[config.mk]
export PLATFORM = sky130hd
export DESIGN_NAME = exmem_pipe_flat
export DESIGN_NICKNAME = d
export VERILOG_FILES = /design/src/rtl/control_unit_types_pkg.sv /design/src/rtl/cpu_types_pkg.sv /design/src/rtl/exmempipe_if.sv /design/src/rtl/exmem_memctl.sv /design/src/rtl/exmem_pipe.sv /design/src/flat_wrapper.sv
export SDC_FILE = /design/constraint.sdc
export NUM_CORES = 1
export LEC_CHECK = 0
export BUFFER_PORTS_ARGS = -buffer_cell sky130_fd_sc_hd__buf_2
export CAP_MARGIN = 20
export CORE_AREA = 2 2 134 136
export DETAILED_ROUTE_END_ITERATION = 8
export DIE_AREA = 0 0 136 138
export PLACE_DENSITY = 0.82
export SYNTH_ARGS = -nofsm -noshare
export SYNTH_HDL_FRONTEND = slang
export SYNTH_SLANG_ARGS = --single-unit
[constraint.sdc]
create_clock -name CLK -period 4.2 [get_ports CLK]
set_input_delay 0.42 -clock CLK [delete_from_list [all_inputs] [get_ports CLK]]
set_output_delay 0.42 -clock CLK [all_outputs]
set_load 0.01 [all_outputs]
[src/rtl/control_unit_types_pkg.sv]
// Control-path types: writeback source select and EX/MEM memory FSM states.
package control_unit_types_pkg;
  typedef enum logic [1:0] {
    MTR_ALU = 2'd0,
    MTR_MEM = 2'd1,
    MTR_NPC = 2'd2
  } memtoreg_t;

  typedef enum logic [1:0] {
    IDLE   = 2'd0,
    ACCESS = 2'd1,
    FROZEN = 2'd2
  } exmem_state_t;
endpackage

[src/rtl/cpu_types_pkg.sv]
// Shared datapath types for the 5-stage MIPS core.
package cpu_types_pkg;
  typedef logic [31:0] word_t;
  typedef logic [4:0]  regbits_t;
endpackage

[src/rtl/exmempipe_if.sv]
// EX -> EX/MEM latch bundle; ex modport is the execute stage, mem modport the latch.
interface exmempipe_if;
  import cpu_types_pkg::*;
  import control_unit_types_pkg::*;

  logic      ex_RegWEN, ex_dWENi, ex_dRENi, ex_halt;
  memtoreg_t ex_MemtoReg;
  regbits_t  ex_wsel;
  word_t     ex_aluout, ex_storedata, ex_npc;

  logic      mem_RegWEN, mem_halt, mem_valid;
  memtoreg_t mem_MemtoReg;
  regbits_t  mem_wsel;
  word_t     mem_aluout, mem_npc, mem_loaddata;

  modport ex (
    output ex_RegWEN, ex_MemtoReg, ex_dWENi, ex_dRENi, ex_halt,
           ex_wsel, ex_aluout, ex_storedata, ex_npc,
    input  mem_RegWEN, mem_MemtoReg, mem_wsel, mem_aluout, mem_npc,
           mem_loaddata, mem_halt, mem_valid
  );

  modport mem (
    input  ex_RegWEN, ex_MemtoReg, ex_dWENi, ex_dRENi, ex_halt,
           ex_wsel, ex_aluout, ex_storedata, ex_npc,
    output mem_RegWEN, mem_MemtoReg, mem_wsel, mem_aluout, mem_npc,
           mem_loaddata, mem_halt, mem_valid
  );
endinterface

[src/rtl/exmem_memctl.sv]
// Data-memory handshake FSM for the EX/MEM slot: request outputs, stall, stall counter.
module exmem_memctl
  import control_unit_types_pkg::*;
#(
  parameter int STALL_CNT_W = 32
) (
  input  logic                   CLK,
  input  logic                   nRST,
  input  logic                   en,
  input  logic                   flush,
  input  logic                   mem_halt,
  input  logic                   ex_dRENi,
  input  logic                   ex_dWENi,
  input  logic                   ex_halt,
  input  logic                   dhit,
  output logic                   load,
  output logic                   mem_stall,
  output logic                   dmemREN,
  output logic                   dmemWEN,
  output logic [STALL_CNT_W-1:0] stall_cycles
);
  exmem_state_t           state_q, state_d;
  logic                   dren_q, dren_d, dwen_q, dwen_d;
  logic [STALL_CNT_W-1:0] cnt_q, cnt_d;
  logic                   take, mem_op;

  always_comb begin
    mem_stall = (state_q == ACCESS) & ~dhit;
    load      = en & ~mem_stall & ~mem_halt;
    take      = load & ~flush;
    mem_op    = ex_dRENi | ex_dWENi;
    state_d   = state_q;
    dren_d    = dren_q;
    dwen_d    = dwen_q;
    cnt_d     = cnt_q;

    // Store wins if both request bits arrive together.
    if (load) begin
      dwen_d = take & ex_dWENi;
      dren_d = take & ex_dRENi & ~ex_dWENi;
    end

    case (state_q)
      IDLE:    if (take && mem_op) state_d = ACCESS;
      ACCESS:  if (dhit) state_d = (take && mem_op) ? ACCESS : IDLE;
      FROZEN:  state_d = FROZEN;
      default: state_d = IDLE;
    endcase
    if (take && ex_halt) state_d = FROZEN;

    if (mem_stall && (cnt_q != '1)) cnt_d = cnt_q + STALL_CNT_W'(1);
  end

  always_ff @(posedge CLK) begin
    if (!nRST) begin
      state_q <= IDLE;
      dren_q  <= 1'b0;
      dwen_q  <= 1'b0;
      cnt_q   <= '0;
    end else begin
      state_q <= state_d;
      dren_q  <= dren_d;
      dwen_q  <= dwen_d;
      cnt_q   <= cnt_d;
    end
  end

  assign dmemREN      = (state_q == ACCESS) & dren_q;
  assign dmemWEN      = (state_q == ACCESS) & dwen_q;
  assign stall_cycles = cnt_q;
endmodule

[src/rtl/exmem_pipe.sv]
// EX/MEM pipeline register: latches execute results and control, delegates the memory handshake.
module exmem_pipe
  import cpu_types_pkg::*;
  import control_unit_types_pkg::*;
#(
  parameter int STALL_CNT_W = 32
) (
  input  logic                   CLK,
  input  logic                   nRST,
  input  logic                   en,
  input  logic                   flush,
  input  logic                   dhit,
  input  word_t                  dmemload,
  output logic                   dmemREN,
  output logic                   dmemWEN,
  output word_t                  dmemaddr,
  output word_t                  dmemstore,
  output logic                   mem_stall,
  output logic [STALL_CNT_W-1:0] stall_cycles,
  exmempipe_if.mem               epif
);
  logic      load;
  logic      regwen_q, regwen_d, halt_q, halt_d, valid_q, valid_d;
  memtoreg_t memtoreg_q, memtoreg_d;
  regbits_t  wsel_q, wsel_d;
  word_t     aluout_q, aluout_d, storedata_q, storedata_d;
  word_t     npc_q, npc_d, loaddata_q, loaddata_d;

  exmem_memctl #(.STALL_CNT_W(STALL_CNT_W)) u_memctl (
    .CLK          (CLK),
    .nRST         (nRST),
    .en           (en),
    .flush        (flush),
    .mem_halt     (halt_q),
    .ex_dRENi     (epif.ex_dRENi),
    .ex_dWENi     (epif.ex_dWENi),
    .ex_halt      (epif.ex_halt),
    .dhit         (dhit),
    .load         (load),
    .mem_stall    (mem_stall),
    .dmemREN      (dmemREN),
    .dmemWEN      (dmemWEN),
    .stall_cycles (stall_cycles)
  );

  always_comb begin
    regwen_d    = regwen_q;
    memtoreg_d  = memtoreg_q;
    halt_d      = halt_q;
    valid_d     = valid_q;
    wsel_d      = wsel_q;
    aluout_d    = aluout_q;
    storedata_d = storedata_q;
    npc_d       = npc_q;
    loaddata_d  = loaddata_q;

    if (load) begin
      if (flush) begin
        regwen_d    = 1'b0;
        memtoreg_d  = MTR_ALU;
        halt_d      = 1'b0;
        valid_d     = 1'b0;
        wsel_d      = '0;
        aluout_d    = '0;
        storedata_d = '0;
        npc_d       = '0;
      end else begin
        regwen_d    = epif.ex_RegWEN;
        memtoreg_d  = epif.ex_MemtoReg;
        halt_d      = epif.ex_halt;
        valid_d     = 1'b1;
        wsel_d      = epif.ex_wsel;
        aluout_d    = epif.ex_aluout;
        storedata_d = epif.ex_storedata;
        npc_d       = epif.ex_npc;
      end
    end

    // dmemREN is only high while the load is outstanding, so this captures exactly once.
    if (dhit && dmemREN) loaddata_d = dmemload;
  end

  always_ff @(posedge CLK) begin
    if (!nRST) begin
      regwen_q    <= 1'b0;
      memtoreg_q  <= MTR_ALU;
      halt_q      <= 1'b0;
      valid_q     <= 1'b0;
      wsel_q      <= '0;
      aluout_q    <= '0;
      storedata_q <= '0;
      npc_q       <= '0;
      loaddata_q  <= '0;
    end else begin
      regwen_q    <= regwen_d;
      memtoreg_q  <= memtoreg_d;
      halt_q      <= halt_d;
      valid_q     <= valid_d;
      wsel_q      <= wsel_d;
      aluout_q    <= aluout_d;
      storedata_q <= storedata_d;
      npc_q       <= npc_d;
      loaddata_q  <= loaddata_d;
    end
  end

  assign dmemaddr          = aluout_q;
  assign dmemstore         = storedata_q;
  assign epif.mem_RegWEN   = regwen_q;
  assign epif.mem_MemtoReg = memtoreg_q;
  assign epif.mem_halt     = halt_q;
  assign epif.mem_valid    = valid_q;
  assign epif.mem_wsel     = wsel_q;
  assign epif.mem_aluout   = aluout_q;
  assign epif.mem_npc      = npc_q;
  assign epif.mem_loaddata = loaddata_q;
endmodule

[src/flat_wrapper.sv]
// flat-port wrapper written by rule: the top's interface ports become plain ports
module exmem_pipe_flat import cpu_types_pkg::*; import control_unit_types_pkg::*;
#(
  parameter int STALL_CNT_W = 32
)
  (CLK, nRST, en, flush, dhit, dmemload, dmemREN, dmemWEN, dmemaddr, dmemstore, mem_stall, stall_cycles, epif_ex_RegWEN, epif_ex_MemtoReg, epif_ex_dWENi, epif_ex_dRENi, epif_ex_halt, epif_ex_wsel, epif_ex_aluout, epif_ex_storedata, epif_ex_npc, epif_mem_RegWEN, epif_mem_MemtoReg, epif_mem_wsel, epif_mem_aluout, epif_mem_npc, epif_mem_loaddata, epif_mem_halt, epif_mem_valid);
  exmempipe_if epif_i ();
  input  logic CLK;
  input  logic nRST;
  input  logic en;
  input  logic flush;
  input  logic dhit;
  input  word_t dmemload;
  output logic dmemREN;
  output logic dmemWEN;
  output word_t dmemaddr;
  output word_t dmemstore;
  output logic mem_stall;
  output logic [STALL_CNT_W-1:0] stall_cycles;
  input wire logic [$bits(epif_i.ex_RegWEN)-1:0] epif_ex_RegWEN;
  input wire logic [$bits(epif_i.ex_MemtoReg)-1:0] epif_ex_MemtoReg;
  input wire logic [$bits(epif_i.ex_dWENi)-1:0] epif_ex_dWENi;
  input wire logic [$bits(epif_i.ex_dRENi)-1:0] epif_ex_dRENi;
  input wire logic [$bits(epif_i.ex_halt)-1:0] epif_ex_halt;
  input wire logic [$bits(epif_i.ex_wsel)-1:0] epif_ex_wsel;
  input wire logic [$bits(epif_i.ex_aluout)-1:0] epif_ex_aluout;
  input wire logic [$bits(epif_i.ex_storedata)-1:0] epif_ex_storedata;
  input wire logic [$bits(epif_i.ex_npc)-1:0] epif_ex_npc;
  output wire logic [$bits(epif_i.mem_RegWEN)-1:0] epif_mem_RegWEN;
  output wire logic [$bits(epif_i.mem_MemtoReg)-1:0] epif_mem_MemtoReg;
  output wire logic [$bits(epif_i.mem_wsel)-1:0] epif_mem_wsel;
  output wire logic [$bits(epif_i.mem_aluout)-1:0] epif_mem_aluout;
  output wire logic [$bits(epif_i.mem_npc)-1:0] epif_mem_npc;
  output wire logic [$bits(epif_i.mem_loaddata)-1:0] epif_mem_loaddata;
  output wire logic [$bits(epif_i.mem_halt)-1:0] epif_mem_halt;
  output wire logic [$bits(epif_i.mem_valid)-1:0] epif_mem_valid;
  assign epif_i.ex_RegWEN = epif_ex_RegWEN;
  assign epif_i.ex_MemtoReg = epif_ex_MemtoReg;
  assign epif_i.ex_dWENi = epif_ex_dWENi;
  assign epif_i.ex_dRENi = epif_ex_dRENi;
  assign epif_i.ex_halt = epif_ex_halt;
  assign epif_i.ex_wsel = epif_ex_wsel;
  assign epif_i.ex_aluout = epif_ex_aluout;
  assign epif_i.ex_storedata = epif_ex_storedata;
  assign epif_i.ex_npc = epif_ex_npc;
  assign epif_mem_RegWEN = epif_i.mem_RegWEN;
  assign epif_mem_MemtoReg = epif_i.mem_MemtoReg;
  assign epif_mem_wsel = epif_i.mem_wsel;
  assign epif_mem_aluout = epif_i.mem_aluout;
  assign epif_mem_npc = epif_i.mem_npc;
  assign epif_mem_loaddata = epif_i.mem_loaddata;
  assign epif_mem_halt = epif_i.mem_halt;
  assign epif_mem_valid = epif_i.mem_valid;
  exmem_pipe #(.STALL_CNT_W(STALL_CNT_W)) u_core (.CLK(CLK), .nRST(nRST), .en(en), .flush(flush), .dhit(dhit), .dmemload(dmemload), .dmemREN(dmemREN), .dmemWEN(dmemWEN), .dmemaddr(dmemaddr), .dmemstore(dmemstore), .mem_stall(mem_stall), .stall_cycles(stall_cycles), .epif(epif_i));
endmodule
==> flow_metrics.py, run 1 <==
metrics = {
    "worst_setup_path": {
        "critPathCaptureType": "flop",
        "critPathKind": "reg2reg",
        "crit_chain": "ha_1 > and4_1 > nand4_2 > nor3_1 > a21oi_1 > a311oi_1",
        "worstPathRequired_ns": 4.53,
        "cp.buffers_inverters": 0,
        "worst_path_max_delay_cell": "nor3_1",
        "worst_ep_arrival_time_ns": 2.49,
        "path_max_fanout": 9,
        "critical-path-top-delay-family": "simple AND/OR/NAND/NOR gates",
        "slowest_delay_ns": 0.45,
        "critPathLaunchType": "flop",
    },
    "detailed_routing": {
        "ant_nets": 0,
        "drt_iter0_drc": 462,
        "first_pass_iters": 5,
        "wire_per_inst_um": 15.6,
        "finalWirelength_um": 21500,
        "viasPerCell": 5.13,
        "drc": 0,
        "vias": 7060,
    },
    "pwr": {
        "leakagePower_nw": 4.13,
        "clockPowerShare": 0.428,
        "p_comb_frac": 0.096,
        "p_sw_frac": 0.250,
        "power.density_nw_per_um2": 385,
        "ir_worst_vdd_v": 0.000262,
        "p_switching_uw": 906,
        "pwr-share-seq": 0.476,
        "totalPowerFinal_mw": 3.62,
        "internal_power_mw": 2.71,
    },
    "placed_design": {
        "dp.cells": 1344,
        "dp_hpwl_um": 14600,
        "gp_congestion": 0.819,
        "pre_cts_ws_ns": 2.08,
        "port_buffers": 348,
    },
    "sta": {
        "tightest_slew_ns": 0.939,
        "skew_ns": 0.0109,
        "setup_viol": 0,
        "fin_ws_ns": 2.04,
        "whs_ns": 0.231,
        "fin_crit_ns": 2.16,
        "relSlewSlack": 0.374,
        "hold_viol": 0,
        "rsz0062_at_grt": "no",
        "tns_ns": 0,
        "slew_viol_final": 0,
        "period_share": 0.515,
        "fmax_mhz": 462,
    },
    "yosys": {
        "ys.flop_type": "dfxtp_1",
        "synth_top_area_share": 0.485,
        "netlist_area_sq_um": 7180,
        "syn_inst": 858,
        "synth.distinct_cells": 44,
        "ys_ff_latch": 174,
        "yosys.area.top_type": "dfxtp_1",
        "synth-seq-area-share": 0.485,
        "synth_most_common_cell": "nand2_1",
        "yosys_warnings": 0,
        "synthTopCellsByCount": "nand2_1, dfxtp_1, a21oi_1, nand3b_1, clkbuf_1",
        "synth.area.top_cells": "dfxtp_1, nand3b_1, a21oi_1, nand2_1, buf_4",
        "synth_area_per_cell_sq_um": 8.37,
        "synth_edf_count": 0,
        "synth_fp_nets": 1003,
        "async_reset_ff_frac": 0,
    },
    "clock_network": {
        "cts.sinks": 174,
        "numCtsBuffers": 17,
        "clk_pin_slew_ns": 0.07,
        "cts.path.max_buffers": 2,
        "cts_tree": "done",
        "post_cts_buffers": 0,
        "clock_latency_ns": 0.42,
        "cts-root-buf": "clkbuf_16",
        "ctsResizeCount": 0,
        "htree_levels": 4,
        "cts_hold_buffers": 0,
    },
    "hold_path": {
        "hp-class": "in2reg",
    },
    "floorplanning": {
        "io_pins": 349,
        "dieArea_sq_um": 18800,
        "chipWidth_um": 136,
        "rows": 49,
        "start_util": 0.409,
        "die_h_um": 138,
        "placeableCoreArea_sq_um": 17500,
    },
    "global_route": {
        "grt_usage": 0.215,
        "grt_first_pass_wirelength_um": 32500,
        "antenna_found_initial": 2,
        "grt_pass1_vias": 6346,
        "gr-total-overflow": 0,
        "grt_max_degree": 110,
    },
    "cells_and_area": {
        "drive_above_1_share": 0.344,
        "area_growth_pct": 30.9,
        "finalNonFillerCells": 1377,
        "fin_nets": 1280,
        "num-fill-cells": 1646,
    },
    "flow_run": {
        "max_cap_viol_count": 0,
    },
    "outcome": {
        "status": "completed",
    },
}
tightest hold or removal path: stages:
cell,delay (ns)
buf_2,0.09
nand2_1,0.04
a21oi_1,0.05
final cells by class:
| class | instances | area, sq um | area share |
|---|---|---|---|
| Tap cell | 229 | 287 | 0.0305 |
| Clock buffer | 21 | 470 | 0.0501 |
| Timing Repair Buffer | 355 | 1850 | 0.197 |
| Inverter | 6 | 25.0 | 0.00266 |
| Multi-Input combinational cell | 581 | 3170 | 0.337 |
| Clock inverter | 10 | 105 | 0.0112 |
| Antenna cell | 1 | 2.50 | 0.000266 |
| Sequential cell | 174 | 3480 | 0.371 |
registers in the layout, indices dropped and copies added (netlist names):
register,cells
u_core.dmemaddr,32
u_core.dmemstore,32
u_core.epif.mem_loaddata,32
u_core.epif.mem_npc,32
u_core.u_memctl.stall_cycles,32
u_core.epif.mem_wsel,5
u_core.epif.mem_MemtoReg,2
u_core.u_memctl.state_q,2
u_core.epif.mem_RegWEN,1
u_core.epif.mem_halt,1
u_core.epif.mem_valid,1
u_core.u_memctl.dren_q,1
u_core.u_memctl.dwen_q,1
power groups by stage:
stage               logic (mW)  registers (mW)  clock network (mW)
floorplan                0.177            1.78                   0
CTS                      0.350            1.72                1.58
detailed placement       0.349            1.76                   0
global placement         0.346            1.76                   0
finish                   0.347            1.72                1.55
global route             0.381            1.73                1.65
through the flow:
| step | utilization | area, sq um |
|---|---|---|
| global placement | 0.501 | 8790 |
| global route | 0.536 | 9390 |
| floorplan | - | 7180 |
| CTS | 0.534 | 9360 |
| finish | 0.536 | 9390 |
| detailed placement | 0.501 | 8790 |
cells by family (layout without fill, tap and decap cells):
group                      Yosys count  in the layout  synth area share
and+or+nand+nor                    382            382             0.283
AOI/OAI and AO/OA                  184            184             0.138
DFF                                174            174             0.485
buffers and inverters              103            392            0.0741
xor gates and xnor gates             9              9            0.0110
muxes                                5              5           0.00697
adders and majority gates            1              1           0.00174
other                                0              1                 0
cell usage in the layout (no fill, tap or decap), types with 8 or more instances in the layout:
master,instances
buf_2,348
nand2_1,191
dfxtp_1,174
a21oi_1,154
nand3b_1,107
clkbuf_16,17
nor2_1,15
o21ai_0,10
nand4_1,9
xnor2_1,9
or3_1,9
nand3_1,8
path summary, 6_finish.rpt:
path,start,endpoint,slack [ns],depth (start not counted)
max,u_core.u_memctl.stall_cycles[0],u_core.u_memctl.stall_cycles[28],2.04,6
min,dmemload[28],u_core.epif.mem_loaddata[28],0.23,3
max reg2reg,u_core.u_memctl.stall_cycles[0],u_core.u_memctl.stall_cycles[28],2.04,6
min reg2reg,u_core.dmemstore[3],u_core.dmemstore[3],0.45,2
metal layers:
layer  up-vias  GRT usage  share of wire
met1      3250      0.259           0.40
met4         2      0.104          0.030
met3        45     0.0466          0.073
li1       3474          -              -
met5         -          0        0.00060
met2       289      0.362           0.49
Power figures use the tool's default switching activity.
==> run 2, diff against run 1 <==
Settings changed: CORE_AREA 2 2 134 136 to 2 2 136 138, DIE_AREA 0 0 136 138 to 0 0 138 140, PLACE_DENSITY 0.82 to 0.8.
Clock period 4.2 ns to 2.2 ns, I/O delays scaled along.
==> run 2 against run 1 <==
  * Sequential power increased by 91%
  * Worst setup slack got worse by 2.0 ns
  * Combinational power increased by 98%
  * Routed wire length increased by 1.1%
  * Clock power increased by 86%
==> flow_metrics.py, run 2 (synthesized netlist as in run 1, its figures left out) <==
metrics = {
    "global_route": {
        "gr-total-overflow": 0,
        "grt_pass1_vias": 6532,
        "grt_usage": 0.217,
        "antenna_found_initial": 2,
        "grt_max_degree": 80,
        "grt_first_pass_wirelength_um": 34400,
    },
    "clock_network": {
        "cts-root-buf": "clkbuf_16",
        "clock_latency_ns": 0.42,
        "cts.sinks": 174,
        "cts_tree": "done",
        "post_cts_buffers": 0,
        "numCtsBuffers": 17,
        "htree_levels": 4,
        "clk_pin_slew_ns": 0.07,
        "cts.path.max_buffers": 2,
    },
    "worst_setup_path": {
        "reg2reg_from": "u_core.u_memctl.stall_cycles[0]",
        "r2r_setup_slack_ns": 0.08,
        "critPathKind": "reg2reg",
        "worstPathRequired_ns": 2.55,
        "reg2reg_depth": 6,
        "timing.rr.end": "u_core.u_memctl.stall_cycles[31]",
        "worst_ep_arrival_time_ns": 2.47,
        "path_max_fanout": 9,
        "critPathCaptureType": "flop",
        "critPathLaunchType": "flop",
    },
    "sta": {
        "tns_ns": 0,
        "fin_crit_ns": 2.12,
        "slew_viol_final": 0,
        "fmax_mhz": 473,
        "tightest_slew_ns": 0.537,
        "relSlewSlack": 0.642,
        "hold_viol": 0,
        "whs_ns": 0.0315,
        "setup_viol": 0,
        "skew_ns": 0.0150,
        "period_share": 0.962,
    },
    "pwr": {
        "leakagePower_nw": 4.17,
        "ir_worst_vdd_v": 0.000495,
        "power.density_nw_per_um2": 722,
    },
    "detailed_routing": {
        "first_pass_iters": 5,
        "vias": 7092,
        "wire_per_inst_um": 15.7,
        "drc": 0,
        "viasPerCell": 5.12,
        "drt_iter0_drc": 358,
        "ant_nets": 0,
        "finalWirelength_um": 21800,
    },
    "outcome": {
        "status": "completed",
    },
    "cells_and_area": {
        "final_util": 0.534,
        "fin_nets": 1287,
        "final_common_cell": "buf_2",
        "drive_above_1_share": 0.349,
        "area_growth_pct": 32.2,
        "num-fill-cells": 1659,
        "layout_common_cells": "buf_2, nand2_1, dfxtp_1, a21oi_1, nand3b_1",
    },
    "placed_design": {
        "gp_congestion": 0.818,
        "dp_hpwl_um": 15600,
        "port_buffers": 348,
    },
    "hold_path": {
        "hp-class": "in2reg",
        "min_from": "dmemload[30]",
        "min_to": "u_core.epif.mem_loaddata[30]",
        "hold_depth": 3,
    },
    "floorplanning": {
        "placeableCoreArea_sq_um": 17800,
        "rows": 49,
        "dieArea_sq_um": 19300,
        "chipWidth_um": 138,
        "start_util": 0.404,
        "die_h_um": 140,
        "io_pins": 349,
    },
    "flow_run": {
        "max_cap_viol_count": 0,
    },
}
run 2: cell types whose count changed in the layout (fill, tap and decap cells not counted), sizes merged:
| cell | previous run | this run |
|---|---|---|
| clkinv | 0 | 2 |
| clkinvlp | 5 | 4 |
| buf | 355 | 362 |
run 2: how the worst max path moves through the flow:
stage	from	endpoint	slack [ns]	depth (start not counted)
floorplan	u_core.u_memctl.stall_cycles[0]	u_core.u_memctl.stall_cycles[31]	0.15	7
global placement	u_core.u_memctl.stall_cycles[0]	u_core.u_memctl.stall_cycles[31]	0.17	6
detailed placement	u_core.u_memctl.stall_cycles[0]	u_core.u_memctl.stall_cycles[9]	0.12	6
CTS	u_core.u_memctl.stall_cycles[0]	u_core.u_memctl.stall_cycles[21]	0.10	6
global route	u_core.u_memctl.stall_cycles[0]	u_core.u_memctl.stall_cycles[12]	-0.009	6
finish	u_core.u_memctl.stall_cycles[0]	u_core.u_memctl.stall_cycles[31]	0.08	6
run 2: stage by stage:
step | instances | power [mW] | area [sq um] | setup slack (ns)
final | 1385 | 6.86 | 9490 | 0.0847
after global routing | 1385 | 7.16 | 9490 | -0.00900
after CTS | 1384 | 6.94 | 9470 | 0.103
after detailed placement | 1352 | 4.05 | 8910 | 0.125
after global placement | 1352 | 4.04 | 8910 | 0.167
after floorplan | 858 | 3.73 | 7180 | 0.145
run 2: repair_timing:
action	in CTS	in global routing
hold endpoints to repair	0	0
setup endpoints to repair	0	4
hold buffers	0	0
gates resized for setup	0	4
run 2: worst max-delay path, stage by stage (launching register included):
cell and delay, ns:
dfxtp_1 0.36, ha_1 0.25, and4_1 0.27, and3_4 0.23
a211o_4 0.38, or4_1 0.40, a21oi_1 0.14
run 2: area by class of cell:
class	count	area, sq um	share of cell area
multi-input combinational	581	3190	0.336
antenna	1	2.50	0.000264
tap	229	287	0.0302
inverter	6	25.0	0.00264
clock buffer	21	450	0.0474
clock inverter	11	105	0.0111
sequential	174	3480	0.367
timing repair buffer	362	1950	0.205
run 2: where the power goes:
group          total [mW]  internal [mW]  switching [mW]
clock                2.88           1.60            1.28
sequential           3.29           3.24          0.0498
combinational       0.688          0.296           0.392
total                6.86           5.13            1.72
run 2: layer usage:
metal / track usage / share of wire
met3: 0.0557 / 0.067
met2: 0.353 / 0.48
met1: 0.267 / 0.41
met5: 0 / 0
met4: 0.112 / 0.037
